==> src/rtl/inst_fetch_ctrl.sv <==
// Byte-serial instruction fetch: reads four bytes from a byte-wide memory, assembles a
// big-endian word and hands it to decode with a valid/ready handshake; supports redirects.
//
// state | meaning
// START | one idle cycle after reset, no reads
// FETCH | issuing byte reads 0..3 at pc+byte_cnt
// DRAIN | last byte returning; word and pc loaded to outputs
// VALID | word presented, waiting for instReady
// ERROR | illegal redirect seen; waits for a legal one
module inst_fetch_ctrl #(
    parameter logic [31:0] RESET_PC  = 32'h0000_0000,
    parameter int          MEM_DEPTH = 256
) (
    input  logic                         clk,
    input  logic                         rst_n,
    output logic [$clog2(MEM_DEPTH)-1:0] memAddr,
    output logic                         memRdEn,
    input  logic [7:0]                   memData,
    input  logic                         branchValid,
    input  logic [31:0]                  branchTarget,
    output logic                         instValid,
    input  logic                         instReady,
    output logic [31:0]                  Instruction,
    output logic [31:0]                  instPC,
    output logic                         fetchErr
);

    localparam int          AW         = $clog2(MEM_DEPTH);
    localparam logic [31:0] PC_MASK    = 32'(MEM_DEPTH - 1);
    localparam logic [31:0] MAX_TARGET = 32'(MEM_DEPTH - 4);

    typedef enum logic [2:0] {
        ST_START,
        ST_FETCH,
        ST_DRAIN,
        ST_VALID,
        ST_ERROR
    } state_t;

    state_t      state, state_nxt;
    logic [1:0]  byte_cnt;
    logic [1:0]  cnt_d;
    logic        rd_d;
    logic [23:0] word_buf;
    logic [31:0] pc;
    logic        take_branch;
    logic        branch_legal;
    logic        handshake;

    assign branch_legal = (branchTarget[1:0] == 2'b00) && (branchTarget <= MAX_TARGET);
    assign take_branch  = branchValid && (state != ST_START);
    assign handshake    = instValid && instReady;

    always_ff @(posedge clk or negedge rst_n) begin
        if (!rst_n) begin
            state <= ST_START;
        end else begin
            state <= state_nxt;
        end
    end

    always_comb begin
        state_nxt = state;
        if (take_branch) begin
            state_nxt = branch_legal ? ST_FETCH : ST_ERROR;
        end else begin
            case (state)
                ST_START: state_nxt = ST_FETCH;
                ST_FETCH: if (byte_cnt == 2'd3) state_nxt = ST_DRAIN;
                ST_DRAIN: state_nxt = ST_VALID;
                ST_VALID: if (instReady) state_nxt = ST_FETCH;
                default:  state_nxt = state;
            endcase
        end
    end

    always_comb begin
        memRdEn   = 1'b0;
        memAddr   = '0;
        instValid = 1'b0;
        case (state)
            ST_FETCH: begin
                memRdEn = 1'b1;
                memAddr = pc[AW-1:0] + AW'(byte_cnt);
            end
            ST_VALID: instValid = 1'b1;
            default: ;
        endcase
    end

    // A redirect kills the delayed read strobe so the byte returning next cycle is dropped.
    always_ff @(posedge clk or negedge rst_n) begin
        if (!rst_n) begin
            byte_cnt    <= 2'd0;
            cnt_d       <= 2'd0;
            rd_d        <= 1'b0;
            word_buf    <= '0;
            Instruction <= '0;
            instPC      <= '0;
            pc          <= RESET_PC;
            fetchErr    <= 1'b0;
        end else begin
            rd_d     <= memRdEn && !take_branch;
            cnt_d    <= byte_cnt;
            byte_cnt <= (state == ST_FETCH && !take_branch) ? byte_cnt + 2'd1 : 2'd0;

            if (rd_d && !take_branch) begin
                case (cnt_d)
                    2'd0:    word_buf[23:16] <= memData;
                    2'd1:    word_buf[15:8]  <= memData;
                    2'd2:    word_buf[7:0]   <= memData;
                    default: ;
                endcase
            end

            if (state == ST_DRAIN && rd_d && !take_branch) begin
                Instruction <= {word_buf, memData};
                instPC      <= pc;
            end

            if (take_branch) begin
                fetchErr <= !branch_legal;
                if (branch_legal) pc <= branchTarget;
            end else if (handshake) begin
                pc <= (pc + 32'd4) & PC_MASK;
            end
        end
    end

endmodule

==> config.mk <==
export PLATFORM = sky130hd
export DESIGN_NAME = inst_fetch_ctrl
export DESIGN_NICKNAME = d
export VERILOG_FILES = /design/src/rtl/inst_fetch_ctrl.sv
export SDC_FILE = /design/constraint.sdc
export NUM_CORES = 1
export LEC_CHECK = 0
export CORE_UTILIZATION = 39
export DETAILED_ROUTE_END_ITERATION = 6
export PLACE_DENSITY = 0.61
export REMOVE_ABC_BUFFERS = 1
export SYNTH_ARGS = -nofsm -noshare
export SYNTH_HDL_FRONTEND = slang
export SYNTH_SLANG_ARGS = --single-unit
==> constraint.sdc <==
create_clock -name clk -period 2.5 [get_ports clk]
set_clock_uncertainty 0.15 [all_clocks]
set_input_delay 0.375 -clock clk [delete_from_list [all_inputs] [get_ports clk]]
set_output_delay 0.375 -clock clk [all_outputs]
set_load 0.02 [all_outputs]
==> Implementation_results.wiki, run 1 <==
{| class="wikitable"
! Metric !! Value
|-
| Setup TNS || -0.00180 ns
|-
| Last weighted congestion value of the routability-driven placer || about 0.8
|-
| Wire length of the first global-routing pass || 17400 µm
|-
| Detailed-routing iteration count for the pre-antenna-repair pass || 4
|-
| Max incr delay on CP || roughly 0.38 ns
|-
| Largest net degree at the start of global routing || 55
|-
| Top cell type by total area after synthesis || sky130_fd_sc_hd__dfrtp_1
|-
| Sum of buffers and inverters on the critical path || 1
|-
| Critical Path Slowest Stage Cell || sky130_fd_sc_hd__dfrtp_1
|-
| Number of enable flip-flop cells after synthesis || 0
|-
| Worst flop-to-flop path endpoint || word_buf[4]
|-
| Async SR Flop Fraction || 100%
|-
| Startpoint of the most critical register-to-register path || state[0]
|-
| Share of synthesized area occupied by flip-flops and latches || about 62%
|-
| Drt total wl || 10600 µm
|-
| Overall global routing resource usage || around 17%
|-
| Area growth from synthesis to layout || 42.2%
|-
| Cell types with the largest area share after synthesis || sky130_fd_sc_hd__dfrtp_1 (62%), sky130_fd_sc_hd__mux2_2 (18%), sky130_fd_sc_hd__and2_1 (3.5%), sky130_fd_sc_hd__nor2_1 (1.2%), sky130_fd_sc_hd__nor4_1 (1.2%)
|-
| Warnings, synthesis || 0
|-
| Startpoint types || register
|-
| Antenna diode instance count || 0
|-
| Area enclosed by the die boundary || 13700 µm²
|-
| CTS buffer count || 17
|-
| CTS tree || yes
|-
| Worst IR Drop VDD || about 380 µV
|-
| Final design utilization || roughly 58%
|-
| Distinct cell type count after synthesis || between 40 and 50
|-
| Logic depth of the worst setup path including buffers || 6
|-
| I/O pin count || roughly 120
|-
| Crit Path Max Fanout || 2
|-
| Worst slew margin || about two thirds
|-
| Reg2Reg Setup Slack || 0.36 ns
|-
| # setup viols final || 1
|-
| Most used DFF post-synth || sky130_fd_sc_hd__dfrtp_1
|-
| Top cell family by delay on the critical path || simple AND/OR/NAND/NOR gates
|-
| Top-area cell type share of the netlist area || a little over three fifths
|-
| Shortest period the worst path allows || ~2.5 ns
|-
| Fmax || ~400 MHz
|-
| Critical-path cell list || ha_1 -> a21o_1 -> or3b_4 -> xor2_1 -> nor2_1 -> buf_4
|-
| CP Launch Point || byte_cnt[1]
|-
| Clock sinks || about 130
|-
| Gate count after technology mapping || around 370
|-
| Initial standard-cell utilization of the core || between 40% and 50%
|-
| # Max-Cap Violations || 0
|-
| Ratio of cells with drive above 1 in the final layout || between 20 and 30%
|-
| Data required time at the worst endpoint || between 1.5 and 2 ns
|-
| Leakage || 3.55 nW
|-
| Final worst slack || -0.00180 ns
|-
| Die extent in x || approximately 120 µm
|-
| Final Slew Violations || 0
|-
| Vias after detailed routing || 3358
|-
| Worst setup path end || memAddr[7]
|-
| Number of levels in the clock H-tree || 4
|-
| Row Count || 41
|-
| Net total in the final layout || approximately 560
|-
| Number of design-rule violations left by the first detailed-router iteration || around 150
|-
| Core Region || ~13000 µm²
|-
| Kind of path behind the tightest hold check || primary input to asynchronous set/reset pin
|-
| Depth of the most critical reg-to-reg path || 4
|-
| Worst Path Arrival || between 1.5 and 2 ns
|-
| Violated checks || negative setup slack
|-
| Power per Cell Area || between 700 and 800 nW/µm²
|-
| Floorplan die height || approximately 120 µm
|-
| Number of flip-flops and latches in the synthesized netlist || around 130
|-
| Number of design rule violations left after detail routing || 0
|-
| Post-Synthesis Cell Area || 5170 µm²
|-
| Clock Tree Root || sky130_fd_sc_hd__clkbuf_16
|-
| Clock latency on the worst-skew pair || 0.40 ns
|-
| Avg Cell Area, Syn || between 10 and 15 µm²
|-
| Final clock period utilization by the worst path || 100%
|-
| Per-cell via count in the routed design || ~4.8
|-
| Detail Route Antenna Nets || 0
|-
| Result of the run || finished with violations
|-
| Antenna violations before repair || 0
|-
| Commonest cells post-synth || sky130_fd_sc_hd__dfrtp_1 (129), sky130_fd_sc_hd__mux2_2 (82), sky130_fd_sc_hd__and2_1 (29)
|-
| Nature of the critical path endpoint || output pin
|-
| Maximum root-to-sink buffer count || 2
|-
| RSZ-0062 raised after global routing || yes
|-
| Path type of the worst setup path || register to output pin
|-
| Final hold viol count || 0
|-
| Total half-perimeter wirelength after legalization and detailed placement || between 7000 and 8000 µm
|-
| Measured slew at the worst slew-check pin || about 0.5 ns
|-
| Clock slew at the register clock pins of the worst setup and hold paths || around 0.060 ns
|-
| Most used standard cell by instance count after synthesis || sky130_fd_sc_hd__dfrtp_1
|-
| Detailed-route wire length per cell || about 15 µm
|-
| Filler instances || approximately 1000
|-
| Via count of the first global-routing pass || 3469
|-
| PortBufs || 118
|-
| Grt total ovfl || 0
|}
## flip-flops by register name, summed over array words and instances, names as in the netlist
name	cells
byte_cnt	2
word_buf	24
Instruction	32
fetchErr	1
instPC	32
rd_d	1
cnt_d	2
state	3
pc	32
## cells by family (layout without fill, tap and decap cells)
logic type / count (synthesis) / after routing / synth area share (%)
xor+xnor: 6 / 6 / 1.02
fa+ha+maj: 5 / 5 / 1.36
buf+inv: 23 / 179 / 2.15
compound gates: 26 / 26 / 4.14
simple gates: 90 / 90 / 10.2
flops: 129 / 129 / 62.4
mux: 86 / 86 / 18.7
## area by class of cell
class | instances | area (µm²) | share of cell area (%)
sequential | 129 | 3230 | 43.9
multi-input combinational | 213 | 1850 | 25.1
timing repair buffer | 140 | 1410 | 19.1
clock buffer | 19 | 443 | 6.02
tap | 172 | 215 | 2.93
clock inverter | 12 | 183 | 2.48
inverter | 8 | 30.0 | 0.408
## what timing repair did
action | in CTS | in global routing
setup endpoints to repair | 9 | 5
hold buffers | 1 | 0
gates resized for setup | 29 | 9
pin swaps | 0 | 2
endpoints found under the hold margin | 35 | 0
gates cloned | 0 | 0
buffers inserted | 0 | 1
## report_power, final
| part | internal, mW | total, mW | switching [mW] |
|---|---|---|---|
| combinational | 0.292 | 0.564 | 0.272 |
| clock | 1.69 | 2.60 | 0.902 |
| sequential | 2.24 | 2.32 | 0.0765 |
## worst min path at each step
stage | startpoint | end | slack, ns | depth (start not counted)
5_1_grt | pc[12] | pc[12] | 0.35 | 1
4_1_cts | rst_n | instPC[23] | 0.33 | 2
3_5_place_dp | rst_n | instPC[23] | 0.23 | 1
3_3_place_gp | rst_n | Instruction[8] | 0.22 | 1
6_report | rst_n | instPC[23] | 0.33 | 2
2_1_floorplan | rst_n | Instruction[0] | -0.07 | 0
## per-layer routing
metal,GRT usage [%],up-vias,wire length [µm]
met3,5.20,5,625
li1,-,1582,-
met5,0,-,0
met1,21.0,1675,4750
met2,27.7,96,5190
met4,6.08,0,69
## placed cells by master (no fill, tap or decap), types with 4 or more instances in the layout
master                            netlist  layout
sky130_fd_sc_hd__dfrtp_1              129     129
sky130_fd_sc_hd__clkdlybuf4s50_1        0     108
sky130_fd_sc_hd__mux2_2                82      82
sky130_fd_sc_hd__and2_1                29      29
sky130_fd_sc_hd__buf_4                  2      18
sky130_fd_sc_hd__nor2_1                17      17
sky130_fd_sc_hd__clkbuf_16              0      17
sky130_fd_sc_hd__nor4_1                10      10
sky130_fd_sc_hd__nand2_1               11       9
sky130_fd_sc_hd__inv_1                  8       8
sky130_fd_sc_hd__buf_12                 0       7
sky130_fd_sc_hd__o21ai_0                6       6
sky130_fd_sc_hd__xnor2_1                4       4
sky130_fd_sc_hd__nand3_1                4       4
sky130_fd_sc_hd__ha_1                   4       4
sky130_fd_sc_hd__bufinv_16              0       4
## per-stage QoR
| stage | total power, mW | area [µm²] | instances | setup slack, ns | hold slack [ns] |
|---|---|---|---|---|---|
| detailed placement | 2.94 | 6720 | 660 | -0.120 | 0.228 |
| finish | 5.48 | 7350 | 693 | -0.00180 | 0.332 |
| global placement | 2.92 | 6720 | 660 | -0.114 | 0.221 |
| global route | 5.72 | 7350 | 693 | -0.0802 | 0.348 |
| CTS | 5.55 | 7350 | 692 | -0.0884 | 0.332 |
| floorplan | 2.64 | 5090 | 350 | -0.304 | -0.0706 |
Note: power is estimated with default switching activity, not from simulation.
==> run 2, diff against run 1 <==
--- a/config.mk
+++ b/config.mk
@@ -5,9 +5,9 @@
 export SDC_FILE = /design/constraint.sdc
 export NUM_CORES = 1
 export LEC_CHECK = 0
-export CORE_UTILIZATION = 39
+export CORE_UTILIZATION = 40
 export DETAILED_ROUTE_END_ITERATION = 6
-export PLACE_DENSITY = 0.61
+export PLACE_DENSITY = 0.62
 export REMOVE_ABC_BUFFERS = 1
 export SYNTH_ARGS = -nofsm -noshare
 export SYNTH_HDL_FRONTEND = slang
==> Implementation_results.wiki, run 2 (synthesis results as in run 1) <==
{| class="wikitable"
! Metric !! Value
|-
| Grt total ovfl || 0 (unchanged)
|-
| Per-cell via count in the routed design || 4.87 (+0.44%)
|-
| Startpoint types || register
|-
| PortBufs || 118 (unchanged)
|-
| Last weighted congestion value of the routability-driven placer || 0.757 (-5.6%)
|-
| Critical Path Slowest Stage Cell || sky130_fd_sc_hd__dfrtp_1
|-
| Largest net degree at the start of global routing || 73 (+33%)
|-
| Result of the run || finished, final reports clean
|-
| Power per Cell Area || 736 nW/µm² (-1.3%)
|-
| Kind of path behind the tightest hold check || primary input to asynchronous set/reset pin
|-
| Depth of the most critical reg-to-reg path || 4 (unchanged)
|-
| Clock latency on the worst-skew pair || 0.41 ns (about the same)
|-
| Initial standard-cell utilization of the core || 41.0% (+0.49 points)
|-
| Worst slew margin || 67.4% (+0.85 points)
|-
| Drt total wl || 10400 µm (-2.6%)
|-
| Number of design rule violations left after detail routing || 0 (unchanged)
|-
| Total half-perimeter wirelength after legalization and detailed placement || 7180 µm (-3.6%)
|-
| Row Count || 41 (unchanged)
|-
| Vias after detailed routing || 3368 (+0.30%)
|-
| Filler instances || 1071 (+5.3%)
|-
| Most frequent cells in the layout || sky130_fd_sc_hd__dfrtp_1 (129), sky130_fd_sc_hd__clkdlybuf4s50_1 (109), sky130_fd_sc_hd__mux2_2 (82)
|-
| Clock sinks || 129 (unchanged)
|-
| Leakage || 3.52 nW (-0.61%)
|-
| Max incr delay on CP || 0.38 ns (about the same)
|-
| Worst IR Drop VDD || 461 µV (+22%)
|-
| Final hold viol count || 0 (unchanged)
|-
| Startpoint of the most critical register-to-register path || state[0]
|-
| CTS tree || yes
|-
| Detailed-routing iteration count for the pre-antenna-repair pass || 4 (unchanged)
|-
| Final Slew Violations || 0 (unchanged)
|-
| Power Total || 5.36 mW (-2.3%)
|-
| Path type of the worst setup path || register to output pin
|-
| Hold slack final || 0.161 ns (-0.171 ns)
|-
| Wire length of the first global-routing pass || 17300 µm (-0.56%)
|-
| RSZ-0062 raised after global routing || yes
|-
| Worst flop-to-flop path endpoint || word_buf[2]
|-
| Number of levels in the clock H-tree || 4 (unchanged)
|-
| # setup viols final || 0 (-1)
|-
| Area enclosed by the die boundary || 13400 µm² (-2.5%)
|-
| Storage cell area || 3230 µm² (unchanged)
|-
| Net total in the final layout || 556 (-0.36%)
|-
| # Max-Cap Violations || 0 (unchanged)
|-
| Floorplan die height || 116 µm (-1.2%)
|-
| Measured slew at the worst slew-check pin || 0.489 ns (-0.0128 ns)
|-
| I/O pin count || 119 (unchanged)
|-
| Overall global routing resource usage || 17.2% (+0.29 points)
|-
| Reg2Reg Setup Slack || 0.40 ns (+0.04 ns)
|-
| Ratio of cells with drive above 1 in the final layout || 29.6% (-0.14 points)
|-
| Clock Tree Root || sky130_fd_sc_hd__clkbuf_16
|-
| Core Region || 12600 µm² (-1.2%)
|-
| Number of design-rule violations left by the first detailed-router iteration || 122 (-21%)
|-
| Crit Path Max Fanout || 2 (unchanged)
|-
| Worst-case setup slack after placement || -0.0931 ns (+0.0271 ns)
|-
| Detail Route Antenna Nets || 0 (unchanged)
|-
| Critical-path cell list || ha_1 -> a21o_1 -> or3b_4 -> xor2_1 -> nor2_1 -> buf_4
|-
| Maximum root-to-sink buffer count || 2 (unchanged)
|-
| Data required time at the worst endpoint || 1.98 ns (about the same)
|-
| CP Launch Point || byte_cnt[1]
|-
| Nature of the critical path endpoint || output pin
|-
| Antenna violations before repair || 0 (unchanged)
|-
| Final design utilization || 57.7% (+0.12 points)
|-
| Via count of the first global-routing pass || 3478 (+0.26%)
|-
| Clock slew at the register clock pins of the worst setup and hold paths || 0.06 ns (about the same)
|-
| CTS buffer count || 17 (unchanged)
|-
| Top flop regs || Instruction (32), instPC (32), pc (32)
|-
| Final clock period utilization by the worst path || 99.6% (-0.45 points)
|-
| Fmax || 402 MHz (+0.45%)
|-
| Shortest period the worst path allows || 2.49 ns (-0.0113 ns)
|-
| Worst Path Arrival || 1.97 ns (about the same)
|-
| Count of buffers added by post-CTS timing repair for setup || 0 (unchanged)
|-
| Detailed-route wire length per cell || 15.0 µm (-2.5%)
|-
| Antenna diode instance count || 0 (unchanged)
|-
| Die extent in x || 116 µm (-1.2%)
|-
| Area growth from synthesis to layout || 40.8%
|-
| Most frequent standard cell in the layout excluding fill and tap cells || sky130_fd_sc_hd__dfrtp_1
|-
| Setup TNS || 0 ns (+0.00180 ns)
|-
| Final worst slack || 0.00948 ns (+0.0113 ns)
|-
| Total area of multi-input combinational cells || 1850 µm² (+0.14%)
|}
run 2: cell count changes in the layout (fill, tap and decap cells not counted), sizes merged:
cell,previous run,this run
clkbuf,20,19
dlygate4sd2,1,0
clkdlybuf4s50,108,109
buf,28,26
clkinv,4,7
bufinv,4,3
run 2: worst max path at each step:
stage	endpoint	slack, ns	cells past startpoint
after detailed placement	memAddr[7]	-0.09	6
after global routing	memAddr[7]	-0.1	6
final	memAddr[7]	0.009	6
after global placement	memAddr[7]	-0.09	6
after CTS	memAddr[7]	-0.03	6
after floorplan	Instruction[18]	-0.30	3
run 2: metrics by stage:
stage	cells	instance area [µm²]
2_1_floorplan	350	5090
3_5_place_dp	659	6680
3_3_place_gp	659	6680
6_report	692	7280
5_1_grt	692	7280
4_1_cts	692	7300
run 2: cell type report:
cell class | instances | share of cell area (%)
clock buffers | 18 | 6.03
clock inverters | 14 | 2.25
inverters | 8 | 0.413
multi-input cells | 213 | 25.4
flip-flops and latches | 129 | 44.3
well taps | 172 | 2.96
repair buffers | 138 | 18.6
run 2: critical path: cells and delay by family, from the launching register on:
kind	cells	cell delay, ns
AO/OA/AOI/OAI	1	0.12
flip-flops	1	0.38
adder cells (fa/ha/maj)	1	0.28
buffers and inverters	1	0.15
AND/OR/NAND/NOR	2	0.47
XOR/XNOR	1	0.16
run 2: layer usage:
metal / global-route usage [%] / vias up / part of all wire, %
met5: 0 / - / 0
met4: 5.13 / 0 / 0.82
met3: 6.22 / 9 / 5.7
met2: 27.3 / 104 / 47
met1: 22.1 / 1679 / 47
li1: - / 1576 / -
run 2: what timing repair did:
action,CTS,global route
resized for setup,27,7
pin swaps,1,2
hold endpoints to repair,129,0
hold buffers,1,0
endpoints found under the setup margin,8,7
run 2: report_power, final:
| group | total [mW] | switching, mW | internal [mW] |
|---|---|---|---|
| Clock | 2.47 | 0.880 | 1.59 |
| Sequential | 2.33 | 0.0815 | 2.24 |
| Combinational | 0.562 | 0.270 | 0.292 |
==> run 3, diff against run 2 <==
--- a/config.mk
+++ b/config.mk
@@ -8,6 +8,7 @@
 export CORE_UTILIZATION = 40
 export DETAILED_ROUTE_END_ITERATION = 6
 export PLACE_DENSITY = 0.62
+export RECOVER_POWER = 100
 export REMOVE_ABC_BUFFERS = 1
 export SYNTH_ARGS = -nofsm -noshare
 export SYNTH_HDL_FRONTEND = slang
==> Implementation_results.wiki, run 3 (synthesis results as in run 1) <==
{| class="wikitable"
! Metric !! Value
|-
| Result of the run || finished, final reports clean
|-
| Data required time at the worst endpoint || 1.98 ns (about the same)
|-
| # setup viols final || 0 (unchanged)
|-
| Clock slew at the register clock pins of the worst setup and hold paths || 0.06 ns (about the same)
|-
| Filler instances || 1088 (+1.6%)
|-
| I/O pin count || 119 (unchanged)
|-
| Overall global routing resource usage || 17.2% (unchanged)
|-
| Kind of path behind the tightest hold check || primary input to asynchronous set/reset pin
|-
| CTS buffer count || 17 (unchanged)
|-
| Final clock period utilization by the worst path || 99.7% (+0.11 points)
|-
| Initial standard-cell utilization of the core || 41.0% (unchanged)
|-
| Ratio of cells with drive above 1 in the final layout || 27.5% (-2.1 points)
|-
| Clock latency on the worst-skew pair || 0.40 ns (about the same)
|-
| Area enclosed by the die boundary || 13400 µm² (unchanged)
|-
| Path type of the worst setup path || register to output pin
|-
| Most frequent standard cell in the layout excluding fill and tap cells || sky130_fd_sc_hd__dfrtp_1
|-
| Worst Path Arrival || 1.97 ns (about the same)
|-
| Detailed-routing iteration count for the pre-antenna-repair pass || 4 (unchanged)
|-
| PortBufs || 118 (unchanged)
|-
| Worst-case setup slack after placement || -0.0931 ns (unchanged)
|-
| Crit Path Max Fanout || 2 (unchanged)
|-
| Fmax || 401 MHz (-0.11%)
|-
| Per-cell via count in the routed design || 4.90 (+0.77%)
|-
| RSZ-0062 raised after global routing || yes
|-
| Number of levels in the clock H-tree || 4 (unchanged)
|-
| Final Slew Violations || 0 (unchanged)
|-
| Floorplan die height || 116 µm (unchanged)
|-
| Clock sinks || 129 (unchanged)
|-
| Row Count || 41 (unchanged)
|-
| Most frequent cells in the layout || sky130_fd_sc_hd__dfrtp_1 (129), sky130_fd_sc_hd__mux2_2 (82), sky130_fd_sc_hd__dlygate4sd3_1 (67)
|-
| Area growth from synthesis to layout || 38.3%
|-
| Hold slack final || 0.144 ns (-0.0172 ns)
|-
| # Max-Cap Violations || 0 (unchanged)
|-
| Total half-perimeter wirelength after legalization and detailed placement || 7180 µm (unchanged)
|-
| Depth of the most critical reg-to-reg path || 5 (+1)
|-
| Grt total ovfl || 0 (unchanged)
|-
| Detailed-route wire length per cell || 15.0 µm (+0.34%)
|-
| Leakage || 3.62 nW (+2.8%)
|-
| Max incr delay on CP || 0.38 ns (about the same)
|-
| Largest net degree at the start of global routing || 73 (unchanged)
|-
| CTS tree || yes
|-
| Core Region || 12600 µm² (unchanged)
|-
| Die extent in x || 116 µm (unchanged)
|-
| Critical-path cell list || ha_1 -> a21o_1 -> or3b_4 -> xor2_1 -> nor2_1 -> buf_4
|-
| Nature of the critical path endpoint || output pin
|-
| Worst slew margin || 9.97% (-57 points)
|-
| Critical Path Slowest Stage Cell || sky130_fd_sc_hd__dfrtp_1
|-
| Detail Route Antenna Nets || 0 (unchanged)
|-
| Final worst slack || 0.00664 ns (-0.00284 ns)
|-
| Number of design-rule violations left by the first detailed-router iteration || 124 (+1.6%)
|-
| Total area of multi-input combinational cells || 1800 µm² (-2.6%)
|-
| Antenna violations before repair || 0 (unchanged)
|-
| Net total in the final layout || 556 (unchanged)
|-
| Final hold viol count || 0 (unchanged)
|-
| Power per Cell Area || 745 nW/µm² (+1.3%)
|-
| Wire length of the first global-routing pass || 17300 µm (unchanged)
|-
| Number of design rule violations left after detail routing || 0 (unchanged)
|-
| Via count of the first global-routing pass || 3478 (unchanged)
|-
| Storage cell area || 3230 µm² (unchanged)
|-
| Startpoint types || register
|-
| Clock Tree Root || sky130_fd_sc_hd__clkbuf_16
|-
| Measured slew at the worst slew-check pin || 1.35 ns (+0.862 ns)
|-
| Drt total wl || 10400 µm (+0.34%)
|-
| Last weighted congestion value of the routability-driven placer || 0.757 (unchanged)
|-
| Maximum root-to-sink buffer count || 2 (unchanged)
|-
| Worst IR Drop VDD || 462 µV (about the same)
|-
| Count of buffers added by post-CTS timing repair for setup || 0 (unchanged)
|-
| Shortest period the worst path allows || 2.49 ns (+0.00284 ns)
|-
| Antenna diode instance count || 0 (unchanged)
|-
| Top flop regs || Instruction (32), instPC (32), pc (32)
|-
| Vias after detailed routing || 3394 (+0.77%)
|}
## run 3: cell types whose count changed in the layout (fill, tap and decap cells not counted), moves of 3 or more
cell / delta
sky130_fd_sc_hd__clkdlybuf4s50_1: -66
sky130_fd_sc_hd__clkbuf_1: +4
sky130_fd_sc_hd__dlygate4sd3_1: +66
sky130_fd_sc_hd__buf_4: -3
sky130_fd_sc_hd__buf_2: -4
sky130_fd_sc_hd__and2_0: +16
sky130_fd_sc_hd__clkbuf_2: +7
sky130_fd_sc_hd__and2_1: -16
sky130_fd_sc_hd__buf_12: -4
## run 3: cell type report
type	instances	area share (%)
well taps	172	3.01
clock buffers	18	6.14
clock inverters	14	2.29
inverters	8	0.420
flip-flops and latches	129	45.1
multi-input cells	213	25.2
repair buffers	138	17.8
## run 3: final timing paths
kind | startpoint | endpoint | slack [ns]
max | byte_cnt[1] | memAddr[7] | 0.007
min | rst_n | instPC[8] | 0.14
max reg2reg | state[2] | instPC[12] | 0.12
min reg2reg | pc[25] | pc[25] | 0.33
max in group asynchronous | rst_n | pc[18] | 0.54
min in group clk | pc[25] | pc[25] | 0.33
## run 3: through the flow
stage          util [%]  std cells  power (mW)  area, µm²  setup TNS [ns]
2_1_floorplan         -        350        2.64       5090          -15.80
3_3_place_gp       53.0        659        2.92       6680          -0.108
3_5_place_dp       53.0        659        2.94       6680          -0.127
4_1_cts            57.8        692        5.43       7300         -0.0308
5_1_grt            56.7        692        5.55       7150          -0.705
6_report           56.7        692        5.33       7150               0
## run 3: timing repair
action / 4_1_cts / 5_1_grt
endpoints found under the setup margin: 8 / 7
hold buffers: 1 / 0
gates resized for setup: 27 / 7
hold endpoints to repair: 129 / 0
pin swaps: 1 / 2
## run 3: worst max-delay path, delay by kind of cell (launching register included)
family,cells,cell delay (ns)
buffers and inverters,1,0.15
XOR/XNOR,1,0.16
flip-flops,1,0.38
AO/OA/AOI/OAI,1,0.12
adder cells (fa/ha/maj),1,0.28
AND/OR/NAND/NOR,2,0.47
## run 3: routing by layer
layer	vias to the layer above	share of wire (%)	GRT usage, %
met5	-	0	0
met4	0	0.94	5.13
met1	1696	47	22.1
met3	10	5.9	6.22
li1	1579	-	-
met2	109	46	27.3
## run 3: power breakdown
part | internal [mW] | switching (mW)
clock network | 1.59 | 0.887
registers | 2.24 | 0.0749
logic | 0.272 | 0.265
